File: src/rtl/riscv_pkg.sv
// Shared pipeline-control types and constants.
package riscv_pkg;

  localparam int unsigned XLEN         = 32;
  localparam int unsigned REG_ADDR_W   = 5;
  localparam int unsigned PERF_STALL_W = 32;
  localparam int unsigned PERF_FLUSH_W = 16;

  localparam logic [PERF_FLUSH_W-1:0] PERF_FLUSH_MAX = 16'hFFFF;

  typedef enum logic [1:0] {
    RUN      = 2'd0,
    LSU_REQ  = 2'd1,
    LSU_WAIT = 2'd2,
    FLUSH    = 2'd3
  } pipe_state_e;

endpackage

File: src/rtl/pipe_ctrl_if.sv
// Pipeline-control bundle: ID/EX/LSU status in, stall/flush/redirect/perf out.
interface pipe_ctrl_if;
  import riscv_pkg::*;

  logic                    id_valid;
  logic [REG_ADDR_W-1:0]   id_rs1_addr;
  logic [REG_ADDR_W-1:0]   id_rs2_addr;
  logic                    id_rs1_used;
  logic                    id_rs2_used;
  logic                    load_instr_in_ex;
  logic [REG_ADDR_W-1:0]   ex_dest_we_addr;
  logic                    ex_stage_ready;
  logic                    branch_taken;
  logic [XLEN-1:0]         branch_target_addr;
  logic                    id_jump;
  logic [XLEN-1:0]         jump_target_addr;
  logic                    mem_lsu_valid;
  logic                    mem_lsu_wr_type;
  logic                    data_gnt;
  logic                    data_rvalid;

  logic                    stall_if;
  logic                    stall_id;
  logic                    stall_ex_stage;
  logic                    flush_if;
  logic                    flush_id;
  logic                    pc_set;
  logic [XLEN-1:0]         pc_set_addr;
  logic [PERF_STALL_W-1:0] perf_stall_cnt;
  logic [PERF_FLUSH_W-1:0] perf_flush_cnt;

  modport master (
    output id_valid, id_rs1_addr, id_rs2_addr, id_rs1_used, id_rs2_used,
           load_instr_in_ex, ex_dest_we_addr, ex_stage_ready,
           branch_taken, branch_target_addr, id_jump, jump_target_addr,
           mem_lsu_valid, mem_lsu_wr_type, data_gnt, data_rvalid,
    input  stall_if, stall_id, stall_ex_stage, flush_if, flush_id,
           pc_set, pc_set_addr, perf_stall_cnt, perf_flush_cnt
  );

  modport slave (
    input  id_valid, id_rs1_addr, id_rs2_addr, id_rs1_used, id_rs2_used,
           load_instr_in_ex, ex_dest_we_addr, ex_stage_ready,
           branch_taken, branch_target_addr, id_jump, jump_target_addr,
           mem_lsu_valid, mem_lsu_wr_type, data_gnt, data_rvalid,
    output stall_if, stall_id, stall_ex_stage, flush_if, flush_id,
           pc_set, pc_set_addr, perf_stall_cnt, perf_flush_cnt
  );

endinterface

File: src/rtl/pipe_hazard_unit.sv
// Combinational load-use detector: a load in EX writing a register ID reads.
module pipe_hazard_unit
  import riscv_pkg::*;
(
  input  logic                  id_valid,
  input  logic [REG_ADDR_W-1:0] id_rs1_addr,
  input  logic [REG_ADDR_W-1:0] id_rs2_addr,
  input  logic                  id_rs1_used,
  input  logic                  id_rs2_used,
  input  logic                  load_instr_in_ex,
  input  logic [REG_ADDR_W-1:0] ex_dest_we_addr,
  output logic                  load_use_c
);

  logic rs1_hit;
  logic rs2_hit;

  // x0 is never a real destination, so it cannot create a hazard.
  always_comb begin
    rs1_hit    = id_rs1_used && (id_rs1_addr == ex_dest_we_addr);
    rs2_hit    = id_rs2_used && (id_rs2_addr == ex_dest_we_addr);
    load_use_c = load_instr_in_ex && id_valid &&
                 (ex_dest_we_addr != '0) && (rs1_hit || rs2_hit);
  end

endmodule

File: src/rtl/pipe_ctrl.sv
// Pipeline controller: LSU stall FSM, branch/jump redirect, load-use bubble, perf counters.
module pipe_ctrl
  import riscv_pkg::*;
#(
  parameter logic [PERF_STALL_W-1:0] PERF_STALL_RST = '0
) (
  input  logic        clk,
  input  logic        reset_n,
  pipe_ctrl_if.slave  bus
);

  pipe_state_e             state_q, state_d;
  logic [PERF_STALL_W-1:0] perf_stall_cnt_q, perf_stall_cnt_d;
  logic [PERF_FLUSH_W-1:0] perf_flush_cnt_q, perf_flush_cnt_d;

  logic            load_use_c;
  logic            lsu_stall_c;
  logic            lu_stall_c;
  logic            stall_if_c;
  logic            stall_id_c;
  logic            stall_ex_c;
  logic            flush_if_c;
  logic            flush_id_c;
  logic            pc_set_c;
  logic [XLEN-1:0] pc_set_addr_c;
  logic            lsu_pend_c;
  logic            lsu_load_gnt_c;

  pipe_hazard_unit u_hazard (
    .id_valid         (bus.id_valid),
    .id_rs1_addr      (bus.id_rs1_addr),
    .id_rs2_addr      (bus.id_rs2_addr),
    .id_rs1_used      (bus.id_rs1_used),
    .id_rs2_used      (bus.id_rs2_used),
    .load_instr_in_ex (bus.load_instr_in_ex),
    .ex_dest_we_addr  (bus.ex_dest_we_addr),
    .load_use_c       (load_use_c)
  );

  // Next state and outputs; branch/jump/load-use only act in RUN when the LSU is not stalling.
  always_comb begin
    state_d        = state_q;
    lsu_stall_c    = 1'b0;
    lu_stall_c     = 1'b0;
    flush_if_c     = 1'b0;
    flush_id_c     = 1'b0;
    pc_set_c       = 1'b0;
    pc_set_addr_c  = '0;
    lsu_pend_c     = bus.mem_lsu_valid && !bus.data_gnt;
    lsu_load_gnt_c = bus.mem_lsu_valid && bus.data_gnt && !bus.mem_lsu_wr_type;

    case (state_q)
      RUN, FLUSH: begin
        if (lsu_pend_c) begin
          lsu_stall_c = 1'b1;
          state_d     = LSU_REQ;
        end else begin
          state_d = lsu_load_gnt_c ? LSU_WAIT : RUN;
          if (state_q == RUN) begin
            if (bus.branch_taken) begin
              pc_set_c      = 1'b1;
              pc_set_addr_c = bus.branch_target_addr;
              flush_if_c    = 1'b1;
              flush_id_c    = 1'b1;
              if (!lsu_load_gnt_c) state_d = FLUSH;
            end else if (bus.id_jump) begin
              pc_set_c      = 1'b1;
              pc_set_addr_c = bus.jump_target_addr;
              flush_if_c    = 1'b1;
            end else if (load_use_c) begin
              lu_stall_c = 1'b1;
              flush_id_c = 1'b1;
            end
          end
        end
      end
      LSU_REQ: begin
        lsu_stall_c = 1'b1;
        if (bus.data_gnt) state_d = bus.mem_lsu_wr_type ? RUN : LSU_WAIT;
      end
      LSU_WAIT: begin
        if (bus.data_rvalid) state_d = RUN;
        else                 lsu_stall_c = 1'b1;
      end
      default: state_d = RUN;
    endcase

    stall_ex_c = lsu_stall_c;
    stall_if_c = lsu_stall_c || lu_stall_c || !bus.ex_stage_ready;
    stall_id_c = stall_if_c;

    // Reset holds every control output quiet regardless of inputs.
    if (!reset_n) begin
      stall_ex_c    = 1'b0;
      stall_if_c    = 1'b0;
      stall_id_c    = 1'b0;
      flush_if_c    = 1'b0;
      flush_id_c    = 1'b0;
      pc_set_c      = 1'b0;
      pc_set_addr_c = '0;
    end
  end

  always_comb begin
    perf_stall_cnt_d = perf_stall_cnt_q + PERF_STALL_W'(stall_if_c);
    perf_flush_cnt_d = perf_flush_cnt_q;
    if (pc_set_c && (perf_flush_cnt_q != PERF_FLUSH_MAX))
      perf_flush_cnt_d = perf_flush_cnt_q + PERF_FLUSH_W'(1);
  end

  always_ff @(posedge clk or negedge reset_n) begin
    if (!reset_n) begin
      state_q          <= RUN;
      perf_stall_cnt_q <= PERF_STALL_RST;
      perf_flush_cnt_q <= '0;
    end else begin
      state_q          <= state_d;
      perf_stall_cnt_q <= perf_stall_cnt_d;
      perf_flush_cnt_q <= perf_flush_cnt_d;
    end
  end

  assign bus.stall_if       = stall_if_c;
  assign bus.stall_id       = stall_id_c;
  assign bus.stall_ex_stage = stall_ex_c;
  assign bus.flush_if       = flush_if_c;
  assign bus.flush_id       = flush_id_c;
  assign bus.pc_set         = pc_set_c;
  assign bus.pc_set_addr    = pc_set_addr_c;
  assign bus.perf_stall_cnt = perf_stall_cnt_q;
  assign bus.perf_flush_cnt = perf_flush_cnt_q;

endmodule

File: src/flat_wrapper.sv
// flat-port wrapper written by rule: the top's interface ports become plain ports
module pipe_ctrl_flat import riscv_pkg::*;
#(
  parameter logic [PERF_STALL_W-1:0] PERF_STALL_RST = '0
)
  (clk, reset_n, bus_id_valid, bus_id_rs1_addr, bus_id_rs2_addr, bus_id_rs1_used, bus_id_rs2_used, bus_load_instr_in_ex, bus_ex_dest_we_addr, bus_ex_stage_ready, bus_branch_taken, bus_branch_target_addr, bus_id_jump, bus_jump_target_addr, bus_mem_lsu_valid, bus_mem_lsu_wr_type, bus_data_gnt, bus_data_rvalid, bus_stall_if, bus_stall_id, bus_stall_ex_stage, bus_flush_if, bus_flush_id, bus_pc_set, bus_pc_set_addr, bus_perf_stall_cnt, bus_perf_flush_cnt);
  pipe_ctrl_if bus_i ();
  input  logic clk;
  input  logic reset_n;
  input wire logic [$bits(bus_i.id_valid)-1:0] bus_id_valid;
  input wire logic [$bits(bus_i.id_rs1_addr)-1:0] bus_id_rs1_addr;
  input wire logic [$bits(bus_i.id_rs2_addr)-1:0] bus_id_rs2_addr;
  input wire logic [$bits(bus_i.id_rs1_used)-1:0] bus_id_rs1_used;
  input wire logic [$bits(bus_i.id_rs2_used)-1:0] bus_id_rs2_used;
  input wire logic [$bits(bus_i.load_instr_in_ex)-1:0] bus_load_instr_in_ex;
  input wire logic [$bits(bus_i.ex_dest_we_addr)-1:0] bus_ex_dest_we_addr;
  input wire logic [$bits(bus_i.ex_stage_ready)-1:0] bus_ex_stage_ready;
  input wire logic [$bits(bus_i.branch_taken)-1:0] bus_branch_taken;
  input wire logic [$bits(bus_i.branch_target_addr)-1:0] bus_branch_target_addr;
  input wire logic [$bits(bus_i.id_jump)-1:0] bus_id_jump;
  input wire logic [$bits(bus_i.jump_target_addr)-1:0] bus_jump_target_addr;
  input wire logic [$bits(bus_i.mem_lsu_valid)-1:0] bus_mem_lsu_valid;
  input wire logic [$bits(bus_i.mem_lsu_wr_type)-1:0] bus_mem_lsu_wr_type;
  input wire logic [$bits(bus_i.data_gnt)-1:0] bus_data_gnt;
  input wire logic [$bits(bus_i.data_rvalid)-1:0] bus_data_rvalid;
  output wire logic [$bits(bus_i.stall_if)-1:0] bus_stall_if;
  output wire logic [$bits(bus_i.stall_id)-1:0] bus_stall_id;
  output wire logic [$bits(bus_i.stall_ex_stage)-1:0] bus_stall_ex_stage;
  output wire logic [$bits(bus_i.flush_if)-1:0] bus_flush_if;
  output wire logic [$bits(bus_i.flush_id)-1:0] bus_flush_id;
  output wire logic [$bits(bus_i.pc_set)-1:0] bus_pc_set;
  output wire logic [$bits(bus_i.pc_set_addr)-1:0] bus_pc_set_addr;
  output wire logic [$bits(bus_i.perf_stall_cnt)-1:0] bus_perf_stall_cnt;
  output wire logic [$bits(bus_i.perf_flush_cnt)-1:0] bus_perf_flush_cnt;
  assign bus_i.id_valid = bus_id_valid;
  assign bus_i.id_rs1_addr = bus_id_rs1_addr;
  assign bus_i.id_rs2_addr = bus_id_rs2_addr;
  assign bus_i.id_rs1_used = bus_id_rs1_used;
  assign bus_i.id_rs2_used = bus_id_rs2_used;
  assign bus_i.load_instr_in_ex = bus_load_instr_in_ex;
  assign bus_i.ex_dest_we_addr = bus_ex_dest_we_addr;
  assign bus_i.ex_stage_ready = bus_ex_stage_ready;
  assign bus_i.branch_taken = bus_branch_taken;
  assign bus_i.branch_target_addr = bus_branch_target_addr;
  assign bus_i.id_jump = bus_id_jump;
  assign bus_i.jump_target_addr = bus_jump_target_addr;
  assign bus_i.mem_lsu_valid = bus_mem_lsu_valid;
  assign bus_i.mem_lsu_wr_type = bus_mem_lsu_wr_type;
  assign bus_i.data_gnt = bus_data_gnt;
  assign bus_i.data_rvalid = bus_data_rvalid;
  assign bus_stall_if = bus_i.stall_if;
  assign bus_stall_id = bus_i.stall_id;
  assign bus_stall_ex_stage = bus_i.stall_ex_stage;
  assign bus_flush_if = bus_i.flush_if;
  assign bus_flush_id = bus_i.flush_id;
  assign bus_pc_set = bus_i.pc_set;
  assign bus_pc_set_addr = bus_i.pc_set_addr;
  assign bus_perf_stall_cnt = bus_i.perf_stall_cnt;
  assign bus_perf_flush_cnt = bus_i.perf_flush_cnt;
  pipe_ctrl #(.PERF_STALL_RST(PERF_STALL_RST)) u_core (.clk(clk), .reset_n(reset_n), .bus(bus_i));
endmodule
File: config.mk
export PLATFORM = sky130hd
export DESIGN_NAME = pipe_ctrl_flat
export DESIGN_NICKNAME = d
export VERILOG_FILES = /design/src/rtl/riscv_pkg.sv /design/src/rtl/pipe_ctrl_if.sv /design/src/rtl/pipe_hazard_unit.sv /design/src/rtl/pipe_ctrl.sv /design/src/flat_wrapper.sv
export SDC_FILE = /design/constraint.sdc
export NUM_CORES = 1
export LEC_CHECK = 0
export BUFFER_PORTS_ARGS = -buffer_cell sky130_fd_sc_hd__buf_2
export CAP_MARGIN = 40
export CORE_UTILIZATION = 30
export DETAILED_ROUTE_END_ITERATION = 8
export SYNTH_ARGS = -nofsm -noshare
export SYNTH_HDL_FRONTEND = slang
export SYNTH_SLANG_ARGS = --single-unit
File: constraint.sdc
create_clock -name clk -period 4.8 [get_ports clk]
set_clock_uncertainty 0.2 [all_clocks]
set_input_delay 0.48 -clock clk [delete_from_list [all_inputs] [get_ports clk]]
set_output_delay 0.48 -clock clk [all_outputs]
set_load 0.05 [all_outputs]
After elaboration in Yosys (flattened, before gate mapping)
Index checks and enable logic that the tools add are counted.
{ "totals": {"regBits": 50, "in_bits": 92, "output_inout_bits": 86, "word_cells": 69} }
{ "classes": {"add_sub_neg": 2, "n_eq_ne": 8, "n_mux": 37, "n_reduce_logical": 19} }
{ "op_table": {"columns": ["op", "n"], "rows": [
  ["$mux W32", 6],
  ["$add A32 B1 Y32", 1],
  ["$mux W1", 21],
  ["$add A16 B1 Y16 const B", 1],
  ["$mux W2", 8],
  ["$ne A16 B16 Y1 const B", 1],
  ["$eq A5 B5 Y1", 2],
  ["$logic_and A1 B1 Y1", 9],
  ["$pmux W2 S3", 1],
  ["$reduce_bool A5 Y1", 1],
  ["$eq A2 B2 Y1 const B", 2],
  ["$ne A2 B2 Y1 const B", 2],
  ["$logic_not A1 Y1", 3],
  ["$logic_or A1 B1 Y1", 3],
  ["$pmux W1 S3", 1],
  ["$eq A2 B1 Y1 const B", 1],
  ["$logic_not A2 Y1", 1],
  ["$reduce_and A2 Y1", 1],
  ["$reduce_or A2 Y1", 1]
]} }

Depth between registers and ports, before layout
Gate-level depths: netlist (run 1).
{ "depth": {"word_depth": 14, "ltp_mapped": 13, "ltp_nobuf": 12} }

Cells and area by module
From an unflattened synthesis (run 1), not the netlist that was laid out.
{ "unflattened": {"hier_cells": 313, "hier_area_um2": 3019.1} }
{ "by_module_without_submodules": {"columns": ["module", "instances", "cells_per_inst", "area_each_um2"], "rows": [
  ["pipe_ctrl", 1, 296, 2884.0],
  ["pipe_hazard_unit", 1, 17, 135.1]
]} }

Worst setup path after synthesis (run 1)
OpenSTA, ideal clock, no wires.
{ "synth_timing": {"path_kind": "register to register", "start": "reg u_core.state_q[0]", "end": "reg u_core.perf_stall_cnt_q[16] (netlist: u_core.bus.perf_stall_cnt[16])", "setup_ps": 141, "t_arrival_ps": 4041, "t_required_ps": 4459, "slack_ps": 418, "path_stages_with_launch": 13, "synth_period_minus_slack_ps": 4382, "path_cell_list": "dfrtp_1 inv_1 ha_1 or3_1 clkbuf_1 or4_1 o32ai_2 ha_1 ha_1 nand4_1 nor3_2 nand4_1 xnor2_1"} }
{ "synth_between": {"elab_chain_cells": 8, "elab_cells_between_ends": 13, "classes_between": "add/sub: 1; eq/ne: 3; mux: 5; reduce/logical: 4"} }
{ "synth_lines": {"columns": ["item", "line", "rtl"], "rows": [
  ["start, declared", "pipe_ctrl.sv:12", "pipe_state_e state_q, state_d;"],
  ["start signal, assigned", "pipe_ctrl.sv:117", "state_q <= state_d;"],
  ["$logic_not A2 Y1", "pipe_ctrl.sv:52, pipe_ctrl.sv:59", null],
  ["$mux W1", "pipe_ctrl.sv:59", "if (state_q == RUN) begin"],
  ["$mux W1", "pipe_ctrl.sv:54", "if (lsu_pend_c) begin"],
  ["$mux W1", "pipe_ctrl.sv:52", "case (state_q)"],
  ["$logic_or A1 B1 Y1 * (2 in a row)", "pipe_ctrl.sv:89", "stall_if_c = lsu_stall_c || lu_stall_c || !bus.ex_stage_ready;"],
  ["$mux W1 *", null, null],
  ["via bus_stall_id", "flat_wrapper.sv:27", "output wire logic [$bits(bus_i.stall_id)-1:0] bus_stall_id;"],
  ["$add A32 B1 Y32 *", "pipe_ctrl.sv:105", "perf_stall_cnt_d = perf_stall_cnt_q + PERF_STALL_W'(stall_if_c);"],
  ["via u_core.perf_stall_cnt_d[16]", "pipe_ctrl.sv:13", "logic [PERF_STALL_W-1:0] perf_stall_cnt_q, perf_stall_cnt_d;"],
  ["end signal, assigned", "pipe_ctrl.sv:118", "perf_stall_cnt_q <= perf_stall_cnt_d;"],
  ["end, declared", "pipe_ctrl.sv:13", null]
]} }
The timed path passes the listed nets; every way through them passes the cells marked *.
A chain may end at the register's enable or synchronous reset.

Worst setup path in the final report (run 1)
{ "layout_timing": {"start": "reg u_core.state_q[0]", "end": "reg u_core.perf_stall_cnt_q[20] (netlist: u_core.bus.perf_stall_cnt[20])"} }
{ "layout_between": {"elab_chain_cells": 8, "elab_cells_between_ends": 13, "classes_between": "add/sub: 1; eq/ne: 3; mux: 5; reduce/logical: 4"} }
{ "layout_lines": {"columns": ["item", "line", "rtl"], "rows": [
  ["$logic_not A2 Y1", "pipe_ctrl.sv:52, pipe_ctrl.sv:59", null],
  ["$mux W1", "pipe_ctrl.sv:59", null],
  ["$mux W1", "pipe_ctrl.sv:54", null],
  ["$mux W1", "pipe_ctrl.sv:52", null],
  ["$logic_or A1 B1 Y1 * (2 in a row)", "pipe_ctrl.sv:89", null],
  ["$mux W1 *", "pipe_ctrl.sv:93", "if (!reset_n) begin"],
  ["$add A32 B1 Y32 *", "pipe_ctrl.sv:105", null],
  ["via u_core.perf_stall_cnt_d[20]", "pipe_ctrl.sv:13", null]
]} }
Marks and branches as above.

==> flow_metrics.py, run 1 <==
metrics = {
    "run": {
        "drv_cap": 0,
    },
    "timing": {
        "final.setup.tns_ns": 0,
        "period_share": 0.825,
        "worst_pin_slew_ns": 0.732,
        "fmax_ghz": 0.253,
        "finalHoldViolations": 0,
        "relSlewSlack": 0.508,
        "drv_slew": 0,
        "rsz0062_at_grt": "no",
        "setup_viol_count_final": 0,
        "fin_crit_ns": 3.96,
    },
    "critical_path": {
        "worstPathRequired_ns": 4.79,
        "critPathKind": "reg2reg",
        "rrSetupSlack_ns": 0.84,
        "cp-end-kind": "flip-flop",
        "crit_arrival_ns": 3.95,
        "cp-start-kind": "flip-flop",
        "crit_fanout": 9,
    },
    "global_route": {
        "grt_pass1_wl_mm": 13.9,
        "grt_pass1_vias": 2797,
        "track_usage": 0.170,
        "antenna_found_initial": 1,
        "grt_max_degree": 52,
        "gr-total-overflow": 0,
    },
    "clocking": {
        "cts.sinks": 50,
        "cts_root_buffer": "clkbuf_8",
        "clkTransAtPathRegs_ns": 0.10,
        "postCtsSetupBuffers": 0,
        "clock_path_buffers": 2,
        "hold_buffers": 0,
        "cts-buffers-inserted": 5,
        "htreeDepth": 2,
        "clock_latency_ns": 0.30,
        "cts-resized-gates": 0,
        "cts_tree": "built",
    },
    "power": {
        "seqPwrFrac": 0.350,
        "p_clk_frac": 0.163,
        "p_switching_uw": 737,
        "vdd_drop_max_uv": 244,
        "p_comb_frac": 0.487,
        "switching_share": 0.492,
        "p_leak_uw": 0.00216,
        "powerDensity_mw_per_mm2": 361,
        "internal_power_uw": 762,
    },
    "synthesis": {
        "yosysWarnings": 0,
        "synthAdderAreaFrac": 0.0244,
        "yosys.area_share.simple": 0.258,
        "synth_mux_area_frac": 0.0220,
        "ys_types": 43,
        "avgSynthCellArea_um2": 9.57,
        "synth_top_family_by_area": "simple AND/OR/NAND/NOR gates",
        "synthFlopType": "dfrtp_1",
        "synth_compound_area_frac": 0.105,
        "syn_area_mm2": 0.00307,
        "synth-seq-area-share": 0.407,
        "syn_inst": 321,
        "synth_edf_count": 0,
        "synthesis.nets": 419,
        "synth-xor-area-share": 0.143,
        "async_flop_share": 1.00,
        "synth-seq-cells": 50,
    },
    "detailed_routing": {
        "ant_nets": 0,
        "wl_per_cell_um": 14.8,
        "drt_wl_total_mm": 9.22,
        "viasPerCell": 4.83,
        "vias": 3021,
        "wl_met1_mm": 3.53,
        "first_pass_iters": 4,
        "drc": 0,
        "drt_iter0_markers": 72,
        "dr_wl_met2_mm": 4.84,
        "wl_met3_um": 671,
        "dr.max_layer_used": "met4",
    },
    "floorplanning": {
        "initial_core_util": 0.311,
        "core-area_mm2": 0.00986,
        "dieArea_mm2": 0.0106,
        "die_w_um": 103,
        "ios": 178,
        "std_cell_rows": 36,
        "die_h_um": 103,
    },
    "layout": {
        "final_common_cell": "buf_2",
        "syn2layout_area_growth_pct": 35.0,
        "drive_gt1_frac": 0.424,
        "seq_area_mm2": 0.00125,
        "multi_input_area_mm2": 0.00170,
        "final_cell_mix": "buf_2, dfrtp_1, nor2_1",
        "stdcell_area_mm2": 0.00415,
        "n_fill_cell": 1014,
        "final_nets": 589,
    },
    "hold_path": {
        "hold_path_class": "in2async",
    },
    "status": {
        "outcome": "completed",
    },
    "placement": {
        "place.port_buffers": 177,
        "place_hpwl_mm": 7.34,
        "dpl_cell_area_mm2": 0.00406,
        "gp_congestion": 0.778,
    },
}
==> layer usage <==
metal | track usage | vias up
li1 | - | 1484
met1 | 0.195 | 1402
met3 | 0.0386 | 8
met2 | 0.310 | 127
met4 | 0.0574 | 0
met5 | 0 | -
==> synth_stat cells, drive strengths merged (2+ instances only) <==
master | instances | area [um^2]
a22oi | 32 | 240
and2 | 4 | 25.0
and3 | 2 | 12.5
and4 | 3 | 26.3
buf | 4 | 46.3
clkbuf | 13 | 48.8
dfrtp | 50 | 1250
ha | 6 | 75.1
inv | 8 | 30.0
mux2 | 6 | 67.6
nand2 | 20 | 75.1
nand2b | 4 | 25.0
nand3 | 18 | 90.1
nand4 | 15 | 93.8
nor2 | 42 | 160
nor2b | 3 | 26.3
nor3 | 9 | 50.1
nor4 | 10 | 118
nor4b | 2 | 30.0
o21ai | 4 | 20.0
o22ai | 3 | 18.8
or2 | 3 | 18.8
or4 | 3 | 26.3
xnor2 | 25 | 219
xor2 | 25 | 219
==> worst max-delay path, cell delays in order (launching register included) <==
cell     delay, ns
dfrtp_1       0.36
inv_1         0.08
ha_1          0.37
or3_1         0.41
or4_1         0.55
o32ai_2       0.29
ha_1          0.26
ha_1          0.21
nand4_1       0.20
nor3_2        0.58
nand4_1       0.19
xnor2_1       0.16
==> state kept, by name, indices dropped and copies added (netlist names) <==
signal                     flops
u_core.bus.perf_flush_cnt     16
u_core.state_q                 2
u_core.bus.perf_stall_cnt     32
==> through the flow <==
stage,hold slack [ns],std cells,setup slack (ns),util,power [uW]
after floorplan,-0.0156,321,0.418,-,1070
after global placement,0.258,616,0.972,0.410,1260
after detailed placement,0.264,617,0.835,0.412,1270
after CTS,0.135,624,0.826,0.420,1520
after global routing,0.160,624,0.591,0.420,1590
final,0.0976,625,0.842,0.420,1500
==> power groups by stage <==
stage               Clock, uW  Combinational, uW  Sequential, uW
floorplan                   0                402             672
CTS                       257                737             525
finish                    244                730             525
detailed placement          0                736             533
global placement            0                724             532
global route              271                784             534
==> path summary, 6_finish.rpt <==
kind | from | to | cells past startpoint
hold / removal | reset_n | u_core.bus.perf_stall_cnt[0]$_DFF_PN0_ | 2
min in group clk | u_core.bus.perf_stall_cnt[31]$_DFF_PN0_ | u_core.bus.perf_stall_cnt[31]$_DFF_PN0_ | 1
max in group asynchronous | reset_n | u_core.state_q[0]$_DFFE_PN0P_ | 2
setup reg to reg | u_core.state_q[0]$_DFFE_PN0P_ | u_core.bus.perf_stall_cnt[20]$_DFF_PN0_ | 11
setup / recovery | u_core.state_q[0]$_DFFE_PN0P_ | u_core.bus.perf_stall_cnt[20]$_DFF_PN0_ | 11
hold reg to reg | u_core.bus.perf_stall_cnt[31]$_DFF_PN0_ | u_core.bus.perf_stall_cnt[31]$_DFF_PN0_ | 1
==> kinds of logic after synthesis <==
kind of cell    after synthesis
buf+inv                      25
flops                        50
xor+xnor                     50
simple gates                140
compound gates               44
mux                           6
fa+ha+maj                     6
==> layout make-up <==
class / count / area share
clock buffers: 5 / 0.0166
repair buffers: 180 / 0.221
flip-flops and latches: 50 / 0.302
multi-input cells: 246 / 0.409
diodes: 1 / 0.000604
clock inverters: 2 / 0.00332
inverters: 8 / 0.00724
well taps: 133 / 0.0401
(Power assumes the default switching activity.)
==> inputs of run 2 (changes only) <==
Settings changed: ABC_AREA set to 1.
Clock period 4.8 ns to 3.25 ns, I/O delays scaled along.
==> flow_metrics.py, run 2 <==
metrics = {
    "clocking": {
        "clkTransAtPathRegs_ns": 0.07,
        "clock_path_buffers": 2,
        "cts-buffers-inserted": 5,
        "cts_root_buffer": "clkbuf_16",
        "hold_buffers": 0,
        "cts.sinks": 50,
        "cts_tree": "built",
        "clock_latency_ns": 0.29,
        "htreeDepth": 2,
    },
    "layout": {
        "stdcell_count": 783,
        "final_common_cell": "buf_2",
        "n_antenna_cell": 0,
        "syn2layout_area_growth_pct": 35.2,
        "n_fill_cell": 1167,
        "drive_gt1_frac": 0.313,
        "final_util": 0.420,
        "stdcell_area_mm2": 0.00461,
        "final_nets": 741,
        "final_cell_mix": "buf_2, nand2_1, nor2_1",
        "largest_reg_flops": 32,
        "seq_area_mm2": 0.00125,
        "multi_input_area_mm2": 0.00192,
    },
    "global_route": {
        "gr-total-overflow": 0,
        "grt_pass1_vias": 3316,
        "antenna_found_initial": 0,
        "track_usage": 0.177,
        "grt_pass1_wl_mm": 16.4,
        "grt_max_degree": 51,
    },
    "synthesis": {
        "async_flop_share": 1.00,
        "synthFlopType": "dfrtp_1",
        "synthesis.nets": 568,
        "ys_top_cells_by_count": "nand2_1, nor2_1, dfrtp_1, inv_1, a22oi_1",
        "synth.most_common_cell": "nand2_1",
        "yosysTopAreaCellShare": 0.367,
        "yosysWarnings": 0,
        "avgSynthCellArea_um2": 7.26,
        "ys_types": 31,
        "syn_area_mm2": 0.00341,
        "synth-seq-cells": 50,
        "synth.area.top_cells": "dfrtp_1, nand2_1, nor2_1, xor2_1, a22oi_1",
        "syn_inst": 470,
        "synth.largest_area_cell": "dfrtp_1",
        "synth-seq-area-share": 0.367,
        "synth_edf_count": 0,
    },
    "timing": {
        "timing.hold.ws_ns": 0.0735,
        "final.setup.tns_ns": 0,
        "rsz0062_at_grt": "no",
        "relSlewSlack": 0.579,
        "setup_viol_count_final": 0,
        "period_share": 0.921,
        "worst_pin_slew_ns": 0.631,
        "drv_slew": 0,
        "fmax_ghz": 0.334,
        "fin_crit_ns": 2.99,
        "finalHoldViolations": 0,
    },
    "critical_path": {
        "critPathSlowestCell": "ha_1",
        "cp-start-kind": "flip-flop",
        "critPathKind": "reg2reg",
        "cp-end-kind": "flip-flop",
        "crit_fanout": 6,
        "critical_path.cell_chain": "inv_1, ha_1, nor4_2, nand3_1, a21oi_4, ha_1, ha_1, nand3_1, inv_1, nand3_1, nor2_1, nand2_1, xnor2_1",
        "cp.depth": 13,
        "critPathMaxStageDelay_ns": 0.40,
        "reg2reg_depth": 13,
        "worstPathRequired_ns": 3.23,
        "cp.buffers_inverters": 2,
        "crit_family": "simple AND/OR/NAND/NOR gates",
        "crit_arrival_ns": 2.97,
    },
    "floorplanning": {
        "dieArea_mm2": 0.0118,
        "die_w_um": 109,
        "initial_core_util": 0.311,
        "std_cell_rows": 38,
        "die_h_um": 109,
        "ios": 178,
        "core-area_mm2": 0.0110,
    },
    "run": {
        "drv_cap": 0,
    },
    "placement": {
        "place.port_buffers": 177,
        "gp_congestion": 0.867,
        "dpl_cell_area_mm2": 0.00443,
        "place_inst": 776,
        "place_hpwl_mm": 8.52,
    },
    "status": {
        "outcome": "completed",
    },
    "hold_path": {
        "hold_path_class": "in2async",
    },
    "detailed_routing": {
        "wl_per_cell_um": 13.5,
        "viasPerCell": 4.70,
        "ant_nets": 0,
        "vias": 3679,
        "drt_iter0_markers": 158,
        "first_pass_iters": 4,
        "drc": 0,
        "drt_wl_total_mm": 10.6,
    },
    "power": {
        "vdd_drop_max_uv": 326,
        "powerDensity_mw_per_mm2": 584,
        "p_leak_uw": 0.00251,
    },
}
## run 2: changes by cell type in the layout (fill, tap and decap cells not counted), sizes merged, moves of 4 or more
cell,previous run,this run
o21ai,4,12
nand2b,4,0
nand2,20,122
nor3,9,19
mux2,6,0
inv,9,51
nand4,15,9
nor2,42,81
nor4,10,1
xnor2,25,17
## run 2: cell families (layout without fill, tap and decap cells)
group                    count (synthesis)  after routing  share of synthesized area
flip-flops                              50             50                      0.367
buffers and inverters                   65            238                     0.0792
AO/OA/AOI/OAI                           50             50                      0.104
AND/OR/NAND/NOR                        254            254                      0.312
XOR/XNOR                                45             45                      0.115
adder cells (fa/ha/maj)                  6              6                     0.0220
## run 2: metal layers
| layer | share of wire | wire (um) | GRT usage | up-vias |
|---|---|---|---|---|
| li1 | - | - | - | 1851 |
| met1 | 0.45 | 4710 | 0.252 | 1710 |
| met2 | 0.47 | 4930 | 0.266 | 109 |
| met5 | 0 | 0 | 0 | - |
| met3 | 0.082 | 863 | 0.0490 | 9 |
| met4 | 0.0078 | 83 | 0.0357 | 0 |
## run 2: worst paths after layout
kind,startpoint,to,slack [ns]
hold reg to reg,u_core.bus.perf_stall_cnt[31]$_DFF_PN0_,u_core.bus.perf_stall_cnt[31]$_DFF_PN0_,0.28
max in group asynchronous,reset_n,u_core.bus.perf_flush_cnt[4]$_DFFE_PN0P_,2.36
hold / removal,reset_n,u_core.bus.perf_stall_cnt[30]$_DFF_PN0_,0.07
min in group clk,u_core.bus.perf_stall_cnt[31]$_DFF_PN0_,u_core.bus.perf_stall_cnt[31]$_DFF_PN0_,0.28
setup / recovery,u_core.state_q[0]$_DFFE_PN0P_,u_core.bus.perf_stall_cnt[30]$_DFF_PN0_,0.26
setup reg to reg,u_core.state_q[0]$_DFFE_PN0P_,u_core.bus.perf_stall_cnt[30]$_DFF_PN0_,0.26
## run 2: what timing repair did
action,in CTS,in global routing
resized for setup,0,3
endpoints found under the setup margin,0,3
buffers inserted,0,0
## run 2: final cells by class
type | instances | share of cell area
well taps | 140 | 0.0380
multi-input cells | 355 | 0.415
clock buffers | 6 | 0.0301
repair buffers | 180 | 0.197
clock inverters | 1 | 0.00651
flip-flops and latches | 50 | 0.271
inverters | 51 | 0.0420
## run 2: where the power goes
| group | internal [uW] | switching, uW |
|---|---|---|
| combinational | 321 | 941 |
| sequential | 713 | 108 |
| clock | 380 | 229 |
| total | 1410 | 1280 |
## run 2: through the flow
stage                     setup slack [ns]  power, uW
after global routing               0.00556       2840
after detailed placement             0.173       2090
after global placement               0.340       2080
after floorplan                      0.166       1770
after CTS                            0.150       2720
final                                0.257       2690
